[src/rtl/gcd_pkg.sv]
// gcd_pkg: shared width, client FSM states and request packing for the GCD engine
package gcd_pkg;

    localparam int WIDTH = 16;

    typedef enum logic [1:0] {
        IDLE,
        ISSUE,
        WAIT,
        HOLD
    } gcd_client_state_e;

    // Engine input bus layout: operand B in the upper half, operand A in the lower half
    function automatic logic [2*WIDTH-1:0] pack_req(input logic [WIDTH-1:0] a, input logic [WIDTH-1:0] b);
        return {b, a};
    endfunction

endpackage

[src/rtl/gcd_client.sv]
// gcd_client: requester front end for the GCD engine with zero-operand bypass and watchdog
module gcd_client
    import gcd_pkg::*;
#(
    parameter int WIDTH          = gcd_pkg::WIDTH,
    parameter int TIMEOUT_CYCLES = 131072
) (
    input  logic               clk,
    input  logic               reset,
    input  logic               req_valid,
    input  logic [WIDTH-1:0]   req_a,
    input  logic [WIDTH-1:0]   req_b,
    output logic               req_ready,
    output logic               gcd_in_valid,
    output logic [2*WIDTH-1:0] gcd_in_data,
    input  logic               gcd_in_ready,
    input  logic               gcd_out_valid,
    input  logic [WIDTH-1:0]   gcd_out_data,
    output logic               rsp_valid,
    output logic [WIDTH-1:0]   rsp_data,
    output logic               rsp_timeout,
    input  logic               rsp_ready,
    output logic               err_timeout,
    output logic [15:0]        done_count
);

    localparam int TW = $clog2(TIMEOUT_CYCLES);
    localparam logic [TW-1:0] TIMER_LAST = TW'(TIMEOUT_CYCLES - 1);

    gcd_client_state_e state_q;
    logic [WIDTH-1:0]  a_q;
    logic [WIDTH-1:0]  b_q;
    logic [WIDTH-1:0]  result_q;
    logic [TW-1:0]     timer_q;
    logic              timeout_q;
    logic              err_q;
    logic [15:0]       done_q;

    // Request FSM: capture, issue to engine, wait with watchdog, hold response until taken
    always_ff @(posedge clk or negedge reset) begin
        if (!reset) begin
            state_q   <= IDLE;
            a_q       <= '0;
            b_q       <= '0;
            result_q  <= '0;
            timer_q   <= '0;
            timeout_q <= 1'b0;
            err_q     <= 1'b0;
            done_q    <= '0;
        end else begin
            case (state_q)
                IDLE: begin
                    if (req_valid) begin
                        a_q <= req_a;
                        b_q <= req_b;
                        if (req_a == '0) begin
                            result_q  <= req_b;
                            timeout_q <= 1'b0;
                            state_q   <= HOLD;
                        end else begin
                            state_q <= ISSUE;
                        end
                    end
                end
                ISSUE: begin
                    if (gcd_in_ready) begin
                        timer_q <= '0;
                        state_q <= WAIT;
                    end
                end
                WAIT: begin
                    if (gcd_out_valid) begin
                        result_q <= gcd_out_data;
                        state_q  <= HOLD;
                    end else if (timer_q == TIMER_LAST) begin
                        result_q  <= '0;
                        timeout_q <= 1'b1;
                        err_q     <= 1'b1;
                        state_q   <= HOLD;
                    end else begin
                        timer_q <= timer_q + 1'b1;
                    end
                end
                HOLD: begin
                    if (rsp_ready) begin
                        done_q    <= done_q + 16'd1;
                        timeout_q <= 1'b0;
                        state_q   <= IDLE;
                    end
                end
                default: state_q <= IDLE;
            endcase
        end
    end

    // Output decode from state and registers only
    always_comb begin
        req_ready    = state_q == IDLE;
        gcd_in_valid = state_q == ISSUE;
        gcd_in_data  = gcd_in_valid ? pack_req(a_q, b_q) : '0;
        rsp_valid    = state_q == HOLD;
        rsp_data     = rsp_valid ? result_q : '0;
        rsp_timeout  = timeout_q;
        err_timeout  = err_q;
        done_count   = done_q;
    end

endmodule

[config.mk]
export PLATFORM = sky130hd
export DESIGN_NAME = gcd_client
export DESIGN_NICKNAME = d
export VERILOG_FILES = /design/src/rtl/gcd_pkg.sv /design/src/rtl/gcd_client.sv
export SDC_FILE = /design/constraint.sdc
export NUM_CORES = 1
export LEC_CHECK = 0
export CORE_MARGIN = 2
export CORE_UTILIZATION = 48
export CTS_BUF_LIST = sky130_fd_sc_hd__clkbuf_4 sky130_fd_sc_hd__clkbuf_8 sky130_fd_sc_hd__clkbuf_16
export CTS_CLUSTER_DIAMETER = 50
export DETAILED_ROUTE_END_ITERATION = 12
export GPL_ROUTABILITY_DRIVEN = 0
export GPL_TIMING_DRIVEN = 0
export PLACE_DENSITY = 0.81
export SYNTH_ARGS = -nofsm -noshare
export SYNTH_HDL_FRONTEND = slang
export SYNTH_SLANG_ARGS = --single-unit
[constraint.sdc]
create_clock -name clk -period 3.4 [get_ports clk]
set_input_delay 0.34 -clock clk [delete_from_list [all_inputs] [get_ports clk]]
set_output_delay 0.34 -clock clk [all_outputs]
set_load 0.02 [all_outputs]
==> flow_summary.yaml, run 1 <==
outcome:
  outcome: "complete, no violations"
placed_design:
  post_place_cells: 602
  dp_hpwl_mm: 7.66
  placed_cell_area_sq_um: 5560
  place.port_buffers: 122
timing:
  fin_worst_hold_slack_ps: 488
  timing.clock.skew_ps: 10.1
  timing_max_transition_violations_final: 0
  report.final.hold_viol_count: 0
  max-slew-margin-rel_pct: 57.5
  report.final.setup_viol: 0
  worst_pin_slew_ps: 629
  period_needed_ps: 2970
  finalCritPeriodShare_pct: 87.3
  grt_setup_unrepaired: "no"
  timing.fmax_mhz: 337
job:
  max-cap-violations: 0
clock_tree:
  cts.root.buffer_cell: "clkbuf_8"
  h-tree-depth: 3
  clk_path_buf_depth: 2
  cts-hold-fix-buffers: 1
  cts-buffers-inserted: 9
  cts_tree: "done"
  ctsResizeCount: 0
  clock_insertion_delay_worst_skew_ps: 360
  worst_setup_hold_path_clk_slew_ps: 90
  postCtsSetupRepairBufs: 0
  clock_sink_count: 85
finish:
  areaGrowthSynthToFinish_pct: 38.9
  regArea_sq_um: 2130
  layout.filler_cells: 644
  antenna_cells_inserted: 0
  utilization_pct: 67.7
  layout_commonest_cell: "clkdlybuf4s50_1"
  post-route-cell-area_sq_um: 5820
  final_net_count: 569
  post_route_cells_drive_above_1_share_pct: 15.3
  multiInputGateArea_sq_um: 1960
  final_cell_mix: "clkdlybuf4s50_1 (121), dfrtp_1 (85), mux2_2 (50), and2_1 (49), nand2_1 (20)"
  fin_cells: 618
synthesis:
  yosysSeqAreaShare_pct: 50.8
  post_synth_main_area_contributors: "dfrtp_1 (51%), mux2_2 (13%), and2_1 (7.3%)"
  synth_warnings: 0
  ys_ff_latch: 85
  distinct_cell_type_count_of_the_synthesized_netlist: 40
  synthesis.instances: 371
  post_synth_top_area_cell: "dfrtp_1"
  synth.net_count: 434
  synth.cell_area_sq_um: 4190
  avgSynthCellArea_sq_um: 11.3
  yosys.area.top_type_share_pct: 50.8
floorplanning:
  fp-row-count: 34
  initial_core_util_pct: 48.7
  ioPinCount: 123
  die_h_um: 97.4
  placeableCoreArea_sq_um: 8590
  chipWidth_um: 97.4
  design.die.area_sq_um: 9490
setup_path:
  type_of_the_worst_setup_path: "flop to flop"
  worst_r2r_path_depth: 9
  critical_path_destination: "result_q[7]"
  setup.reg_to_reg.worst_slack_ps: 430
  timing.critical_path.from: "timer_q[8]"
  critPathMaxFanout: 10
  critPathArrivalTime_ps: 3210
  regToRegEndpoint: "result_q[7]"
  critical_path.endpoint_type: "flop"
  critPathRequiredTime_ps: 3640
  rr_startpoint: "timer_q[8]"
  critical_path.startpoint_type: "flop"
power:
  post-layout-total-power_mw: 4.48
  p_leak_nw: 2.43
  cellPowerDensity_nw_per_um2: 770
  vdd.ir_drop.worst_uv: 509
routing:
  total_iterations_of_the_first_detailed_routing_run: 4
  drt-wirelength-per-cell_um: 16.6
  via_count: 3387
  drt_iter0_markers: 154
  drcViolationCount: 0
  drt.antenna.violating_nets: 0
  via_count_normalized_by_instance_count: 5.48
  total_routed_wirelength_mm: 10.3
global_routing:
  global_route_total_overflow: 0
  global_route_total_usage_across_every_layer_pct: 22.0
  antenna_violations_before_repair: 0
  grt_first_pass_wirelength_mm: 16.7
  first_global_vias: 3431
  grt_max_degree: 44
hold_path:
  hold-path-cell-count: 1
  hp-class: "flop to flop"
==> synth_stat cells <==
cell       n
or4_1      6
o21ai_0    9
or4_4      1
a21oi_1   11
nand4_1    8
buf_1      3
dfrtp_1   85
or3_1      4
a31o_2     1
mux2i_1    2
or3b_2     1
ha_1       9
clkinv_1   1
clkbuf_1  10
a22o_1    16
o22ai_1    1
xor2_1     5
and4_1     1
and3_1     4
nand2_1   20
a211o_1    1
o21ai_2    1
or2_2      1
nor3_1     2
and2_1    49
nand2b_1   2
o31ai_1    6
nand3_1   12
o21a_1     2
o211ai_1   4
nor2_1     9
buf_2      3
xnor2_1   12
inv_1     10
nor4_1     5
mux2_2    50
nand4_2    1
and4_2     1
or4_2      1
nor4b_1    1
==> worst min path at each step <==
stage / from / endpoint / slack, ps
floorplan: reset / a_q[0] / 40
global placement: done_count[15] / done_count[15] / 460
detailed placement: reset / b_q[6] / 370
CTS: done_count[15] / done_count[15] / 500
global route: result_q[14] / result_q[14] / 520
finish: done_count[15] / done_count[15] / 490
==> sequential cells by signal, summed over array words and instances, names as in the netlist <==
name         count
done_count      16
err_timeout      1
rsp_timeout      1
a_q             16
result_q        16
timer_q         17
state_q          2
b_q             16
==> routing by layer <==
layer  vias up  share of wire [%]  GRT usage (%)
met5         -                  0              0
met4         0                2.9           9.72
met3        22                4.1           3.81
met2        96                 51           36.9
met1      1684                 42           27.8
li1       1585                  -              -
==> cell families (layout without fill, tap and decap cells) <==
group                    count (synthesis)  in the layout  share of synthesized area, %
AO/OA/AOI/OAI                           52             52                          8.66
XOR/XNOR                                17             17                          3.55
adder cells (fa/ha/maj)                  9              9                          2.69
buffers and inverters                   27            166                          2.51
flip-flops                              85             85                          50.8
multiplexers                            52             52                          13.9
AND/OR/NAND/NOR                        129            129                          17.9
==> through the flow <==
step	setup slack, ps	setup TNS (ps)
floorplan	786	0
global placement	-1040	-87960
detailed placement	458	0
CTS	434	0
global route	266	0
finish	433	0
==> report_power, final <==
part           leakage [nW]  internal (mW)  switching (mW)  total (mW)
logic                  1.23           1.03            1.04        2.07
registers              1.08           1.35           0.170        1.52
clock network         0.123          0.508           0.384       0.892
==> cell type report <==
| class | count | share of cell area (%) |
|---|---|---|
| buffer | 16 | 1.10 |
| clock inverter | 5 | 1.85 |
| timing repair buffer | 124 | 21.5 |
| multi-input combinational | 259 | 33.6 |
| tap | 108 | 2.32 |
| clock buffer | 10 | 2.37 |
| inverter | 11 | 0.710 |
| sequential | 85 | 36.6 |
==> critical path, stage by stage, from the launching register on <==
cell      delay (ps)
dfrtp_1          470
nand4_2          160
or4_4            570
nor2_1           180
ha_1             220
or3b_2           140
o211ai_1          90
o21ai_2          340
buf_2            320
mux2_2           370
Power figures use the tool's default switching activity.
==> run 2: changes to the inputs <==
--- a/config.mk
+++ b/config.mk
@@ -13,6 +13,7 @@
 export GPL_ROUTABILITY_DRIVEN = 0
 export GPL_TIMING_DRIVEN = 0
 export PLACE_DENSITY = 0.81
+export REMOVE_ABC_BUFFERS = 1
 export SYNTH_ARGS = -nofsm -noshare
 export SYNTH_HDL_FRONTEND = slang
 export SYNTH_SLANG_ARGS = --single-unit
==> run 2 against run 1 <==
Against the previous run:
- clock power fell by 20%
- global-route usage fell by 0.94 points
- core utilization fell by 0.86 points
- final cell count fell by 2.3%
- first-iteration DRC count fell by 11%
- combinational power barely moved
==> flow_summary.yaml, run 2 (synthesis results as in run 1) <==
outcome:
  outcome: "complete, no violations"
setup_path:
  type_of_the_worst_setup_path: "flop to flop"
  critPathArrivalTime_ps: 3290
  worst_r2r_path_depth: 8
  critical_path.endpoint_type: "flop"
  critPathMaxFanout: 16
  critical_path.startpoint_type: "flop"
  timing.critical_path.max_delay_family: "simple AND/OR/NAND/NOR gates"
  crit_path_max_incr_delay_ps: 710
  sum_of_buffers_and_inverters_on_the_critical_path: 0
  setup.reg_to_reg.worst_slack_ps: 340
  rr_startpoint: "timer_q[8]"
  crit_chain: "nand4_2, or4_4, nor2_1, ha_1, or3b_2, o211ai_1, o21ai_2, mux2_2"
  critPathRequiredTime_ps: 3640
  worst_path_max_delay_cell: "o21ai_2"
  regToRegEndpoint: "result_q[15]"
global_routing:
  global_route_total_overflow: 0
  first_global_vias: 3308
  grt_first_pass_wirelength_mm: 16.1
  global_route_total_usage_across_every_layer_pct: 21.0
  grt_max_degree: 45
  antenna_violations_before_repair: 0
finish:
  post_route_cells_drive_above_1_share_pct: 15.7
  final_cell_mix: "clkdlybuf4s50_1 (121), dfrtp_1 (85), mux2_2 (50), and2_1 (49), nand2_1 (20)"
  antenna_cells_inserted: 0
  multiInputGateArea_sq_um: 1960
  largest_reg_flops: 17
  registers.top_by_ff_count: "timer_q"
  utilization_pct: 66.8
  final_net_count: 554
  regArea_sq_um: 2130
  layout_commonest_cell: "clkdlybuf4s50_1"
  post-route-cell-area_sq_um: 5740
  layout.filler_cells: 655
  areaGrowthSynthToFinish_pct: 37.1
floorplanning:
  initial_core_util_pct: 48.7
  fp-row-count: 34
  ioPinCount: 123
  die_h_um: 97.4
  placeableCoreArea_sq_um: 8590
  design.die.area_sq_um: 9490
  chipWidth_um: 97.4
job:
  max-cap-violations: 0
hold_path:
  startpoint_of_the_lowest_slack_hold_path: "done_count[15]"
  hp-class: "flop to flop"
  hold-path-cell-count: 1
  min_delay_worst_endpoint: "done_count[15]"
clock_tree:
  cts-buffers-inserted: 9
  h-tree-depth: 3
  cts.root.buffer_cell: "clkbuf_8"
  cts_tree: "done"
  clock_insertion_delay_worst_skew_ps: 360
  clock_sink_count: 85
  worst_setup_hold_path_clk_slew_ps: 100
  clk_path_buf_depth: 2
power:
  post-layout-total-power_mw: 4.28
  p_leak_nw: 2.40
  internal_power_mw: 2.72
  switching_share_pct: 36.4
  combPwrFrac_pct: 48.0
  seq_power_share_pct: 35.2
  clkPwrFrac_pct: 16.8
  cellPowerDensity_nw_per_um2: 745
  vdd.ir_drop.worst_uv: 447
  switching_power_mw: 1.56
timing:
  report.final.setup_viol: 0
  grt_setup_unrepaired: "no"
  max-slew-margin-rel_pct: 28.6
  report.final.hold_viol_count: 0
  period_needed_ps: 3060
  worst_pin_slew_ps: 1070
  timing.fmax_mhz: 327
  fin_worst_hold_slack_ps: 485
  timing.clock.skew_ps: 19.5
  timing_max_transition_violations_final: 0
  finalCritPeriodShare_pct: 89.9
  tns_ps: 0
routing:
  total_iterations_of_the_first_detailed_routing_run: 4
  via_count_normalized_by_instance_count: 5.47
  drt-wirelength-per-cell_um: 16.4
  via_count: 3303
  drt.antenna.violating_nets: 0
  drcViolationCount: 0
  drt_iter0_markers: 137
  total_routed_wirelength_mm: 9.89
placed_design:
  dp_hpwl_mm: 6.97
  placed_cell_area_sq_um: 5530
  place.port_buffers: 122
run 2: metrics by stage:
| stage | setup WS [ps] | cells |
|---|---|---|
| 2_1_floorplan | 767 | 355 |
| 3_3_place_gp | -1110 | 585 |
| 3_5_place_dp | 186 | 587 |
| 4_1_cts | 130 | 604 |
| 5_1_grt | 121 | 604 |
| 6_report | 344 | 604 |
run 2: worst max path at each step:
stage                    start        endpoint  cells past startpoint  slack [ps]
finish              timer_q[8]    result_q[15]                      8         340
global route        timer_q[8]    result_q[15]                      8         120
CTS                 state_q[0]    result_q[15]                      6         130
detailed placement  state_q[0]     result_q[6]                      6         190
global placement         reset  done_count[14]                      1       -1110
floorplan           timer_q[8]     result_q[0]                      8         770
run 2: layer usage:
metal,track usage (%),part of all wire (%),routed length (um)
met1,25.7,43,4230
met2,37.2,51,5080
met3,3.60,3.9,385
met4,7.69,2.0,198
met5,0,0,0
run 2: area by class of cell:
| type | instances | share of cell area, % |
|---|---|---|
| Timing Repair Buffer | 125 | 22.3 |
| Multi-Input combinational cell | 259 | 34.1 |
| Clock inverter | 7 | 1.29 |
| Clock buffer | 9 | 2.16 |
| Inverter | 11 | 0.719 |
| Tap cell | 108 | 2.35 |
| Sequential cell | 85 | 37.0 |
run 2: power groups by stage:
stage	registers (mW)	logic, mW	clock network, mW
floorplan	1.51	1.20	0
global placement	1.51	2.00	0
detailed placement	1.53	2.06	0
CTS	1.51	2.07	0.735
global route	1.55	2.20	0.774
finish	1.51	2.05	0.718
run 2: repair_timing:
action	CTS	global route
buffers inserted	0	0
hold buffers	1	0
endpoints found under the hold margin	38	0
resized for setup	0	1
endpoints found under the setup margin	0	16
==> run 3: changes to the inputs <==
--- a/config.mk
+++ b/config.mk
@@ -6,13 +6,13 @@
 export NUM_CORES = 1
 export LEC_CHECK = 0
 export CORE_MARGIN = 2
-export CORE_UTILIZATION = 48
+export CORE_UTILIZATION = 43
 export CTS_BUF_LIST = sky130_fd_sc_hd__clkbuf_4 sky130_fd_sc_hd__clkbuf_8 sky130_fd_sc_hd__clkbuf_16
 export CTS_CLUSTER_DIAMETER = 50
 export DETAILED_ROUTE_END_ITERATION = 12
 export GPL_ROUTABILITY_DRIVEN = 0
 export GPL_TIMING_DRIVEN = 0
-export PLACE_DENSITY = 0.81
+export PLACE_DENSITY = 0.77
 export REMOVE_ABC_BUFFERS = 1
 export SYNTH_ARGS = -nofsm -noshare
 export SYNTH_HDL_FRONTEND = slang
==> constraint.sdc (replaced) <==
create_clock -name clk -period 2.6 [get_ports clk]
set_input_delay 0.26 -clock clk [delete_from_list [all_inputs] [get_ports clk]]
set_output_delay 0.26 -clock clk [all_outputs]
set_load 0.1 [all_outputs]
==> run 3 against run 2 <==
Against the previous run:
- the run now ends with setup timing left
- sequential share of layout area is 1.9 points lower
- critical path depth is 6 lower
- cell area is 5.5% higher
- worst hold slack worse by 100 ps
- non-clock buffer count is 12 higher
- final cell count is 6.0% higher
- critical endpoint is now rsp_valid
- highest routed layer unchanged
==> flow_summary.yaml, run 3 (synthesis results as in run 1) <==
setup_path:
  critPathMaxFanout: 22
  worst_r2r_path_depth: 9
  rr_startpoint: "timer_q[3]"
  critical_path.startpoint_type: "flop"
  sum_of_buffers_and_inverters_on_the_critical_path: 1
  crit_chain: "ha_1, clkdlybuf4s15_1"
  type_of_the_worst_setup_path: "flop to output port"
  crit_path_max_incr_delay_ps: 930
  critical_path_destination: "rsp_valid"
  number_of_stages_on_the_worst_setup_path: 2
  timing.critical_path.from: "state_q[1]"
  worst_path_max_delay_cell: "clkdlybuf4s15_1"
  critPathRequiredTime_ps: 2340
  critPathArrivalTime_ps: 2350
  setup.reg_to_reg.worst_slack_ps: 60
  timing.critical_path.max_delay_family: "buffers and inverters"
  regToRegEndpoint: "result_q[10]"
  critical_path.endpoint_type: "output port"
timing:
  layout_setup_ws_ps: -9.56
  finalCritPeriodShare_pct: 100
  tns_ps: -9.56
  timing.fmax_mhz: 383
  worst_pin_slew_ps: 1020
  grt_setup_unrepaired: "yes"
  period_needed_ps: 2610
  timing.clock.skew_ps: 15.1
  max-slew-margin-rel_pct: 31.6
  fin_worst_hold_slack_ps: 384
  report.final.setup_viol: 1
  timing_max_transition_violations_final: 0
  report.final.hold_viol_count: 0
global_routing:
  antenna_violations_before_repair: 0
  grt_first_pass_wirelength_mm: 16.8
  global_route_total_usage_across_every_layer_pct: 20.7
  grt_max_degree: 52
  global_route_total_overflow: 0
  first_global_vias: 3421
clock_tree:
  clock_sink_count: 85
  worst_setup_hold_path_clk_slew_ps: 80
  h-tree-depth: 3
  clk_path_buf_depth: 2
  cts.root.buffer_cell: "clkbuf_8"
  clock_insertion_delay_worst_skew_ps: 380
  cts_tree: "done"
  cts-buffers-inserted: 9
floorplanning:
  initial_core_util_pct: 43.7
  ioPinCount: 123
  placeableCoreArea_sq_um: 9590
  chipWidth_um: 103
  fp-row-count: 36
  design.die.area_sq_um: 10500
  die_h_um: 103
power:
  internal_power_mw: 3.66
  clkPwrFrac_pct: 13.7
  switching_share_pct: 52.8
  seq_power_share_pct: 25.7
  cellPowerDensity_nw_per_um2: 1280
  switching_power_mw: 4.10
  p_leak_nw: 2.53
  vdd.ir_drop.worst_uv: 852
  combPwrFrac_pct: 60.7
routing:
  drt.antenna.violating_nets: 0
  total_routed_wirelength_mm: 10.5
  via_count_normalized_by_instance_count: 5.25
  via_count: 3357
  total_iterations_of_the_first_detailed_routing_run: 4
  drt-wirelength-per-cell_um: 16.4
  drt_iter0_markers: 123
  drcViolationCount: 0
placed_design:
  place.port_buffers: 122
  preCtsSetupSlack_ps: -615
  dp_hpwl_mm: 7.01
finish:
  final_cell_mix: "dfrtp_1 (84), clkdlybuf4s50_1 (70), and2_1 (49), clkdlybuf4s15_2 (49), mux2_2 (34)"
  layout.filler_cells: 758
  multiInputGateArea_sq_um: 2060
  registers.top_by_ff_count: "timer_q"
  areaGrowthSynthToFinish_pct: 44.7
  regArea_sq_um: 2130
  largest_reg_flops: 17
  post_route_cells_drive_above_1_share_pct: 28.4
  final_net_count: 566
  layout_commonest_cell: "dfrtp_1"
  utilization_pct: 63.2
  antenna_cells_inserted: 0
job:
  max-cap-violations: 0
outcome:
  failing_checks: "setup timing"
  outcome: "finished, violations left"
hold_path:
  hp-class: "primary input to asynchronous set/reset pin"
run 3: changes by cell type in the layout (fill, tap and decap cells not counted), sizes merged, moves of 2 or more:
| cell | previous run | this run |
|---|---|---|
| clkdlybuf4s15 | 0 | 50 |
| clkdlybuf4s50 | 121 | 70 |
| buf | 3 | 14 |
| clkbuf | 9 | 11 |
| clkinv | 5 | 1 |
run 3: routing by layer:
layer | GRT usage, % | vias to the layer above | share of wire (%)
met5 | 0 | - | 0
met4 | 9.64 | 0 | 2.7
met3 | 4.41 | 18 | 4.9
met2 | 35.4 | 97 | 51
met1 | 25.0 | 1655 | 41
li1 | - | 1587 | -
run 3: through the flow:
stage	power (mW)	cell area, sq um	cells
5_1_grt	8.12	6060	640
3_3_place_gp	6.58	5510	610
4_1_cts	7.68	5920	634
6_report	7.76	6060	640
2_1_floorplan	5.56	4130	355
3_5_place_dp	6.68	5540	611
run 3: worst min-delay path by stage:
stage | from | endpoint | slack [ps]
final | reset | a_q[7] | 380
after global routing | reset | a_q[4] | 440
after CTS | reset | a_q[7] | 400
after detailed placement | reset | a_q[7] | 250
after global placement | done_count[15] | done_count[15] | 460
after floorplan | reset | a_q[0] | -40
run 3: area by class of cell:
cell class	instances	share of cell area [%]
flip-flops and latches	85	35.1
well taps	133	2.75
multi-input cells	259	34.0
inverters	11	0.702
clock inverters	5	1.38
repair buffers	137	23.8
clock buffers	10	2.27
run 3: repair_timing:
action	4_1_cts	5_1_grt
hold endpoints to repair	34	0
resized for setup	157	21
gates cloned	0	1
setup buffers	7	5
hold buffers	1	0
pin swaps	3	3
endpoints found under the setup margin	77	63
run 3: power groups by stage:
stage | clock (mW) | combinational (mW) | sequential [mW]
floorplan | 0 | 3.36 | 2.20
global placement | 0 | 4.61 | 1.97
detailed placement | 0 | 4.67 | 2.01
CTS | 1.07 | 4.62 | 1.98
global route | 1.15 | 4.92 | 2.05
finish | 1.06 | 4.71 | 1.99
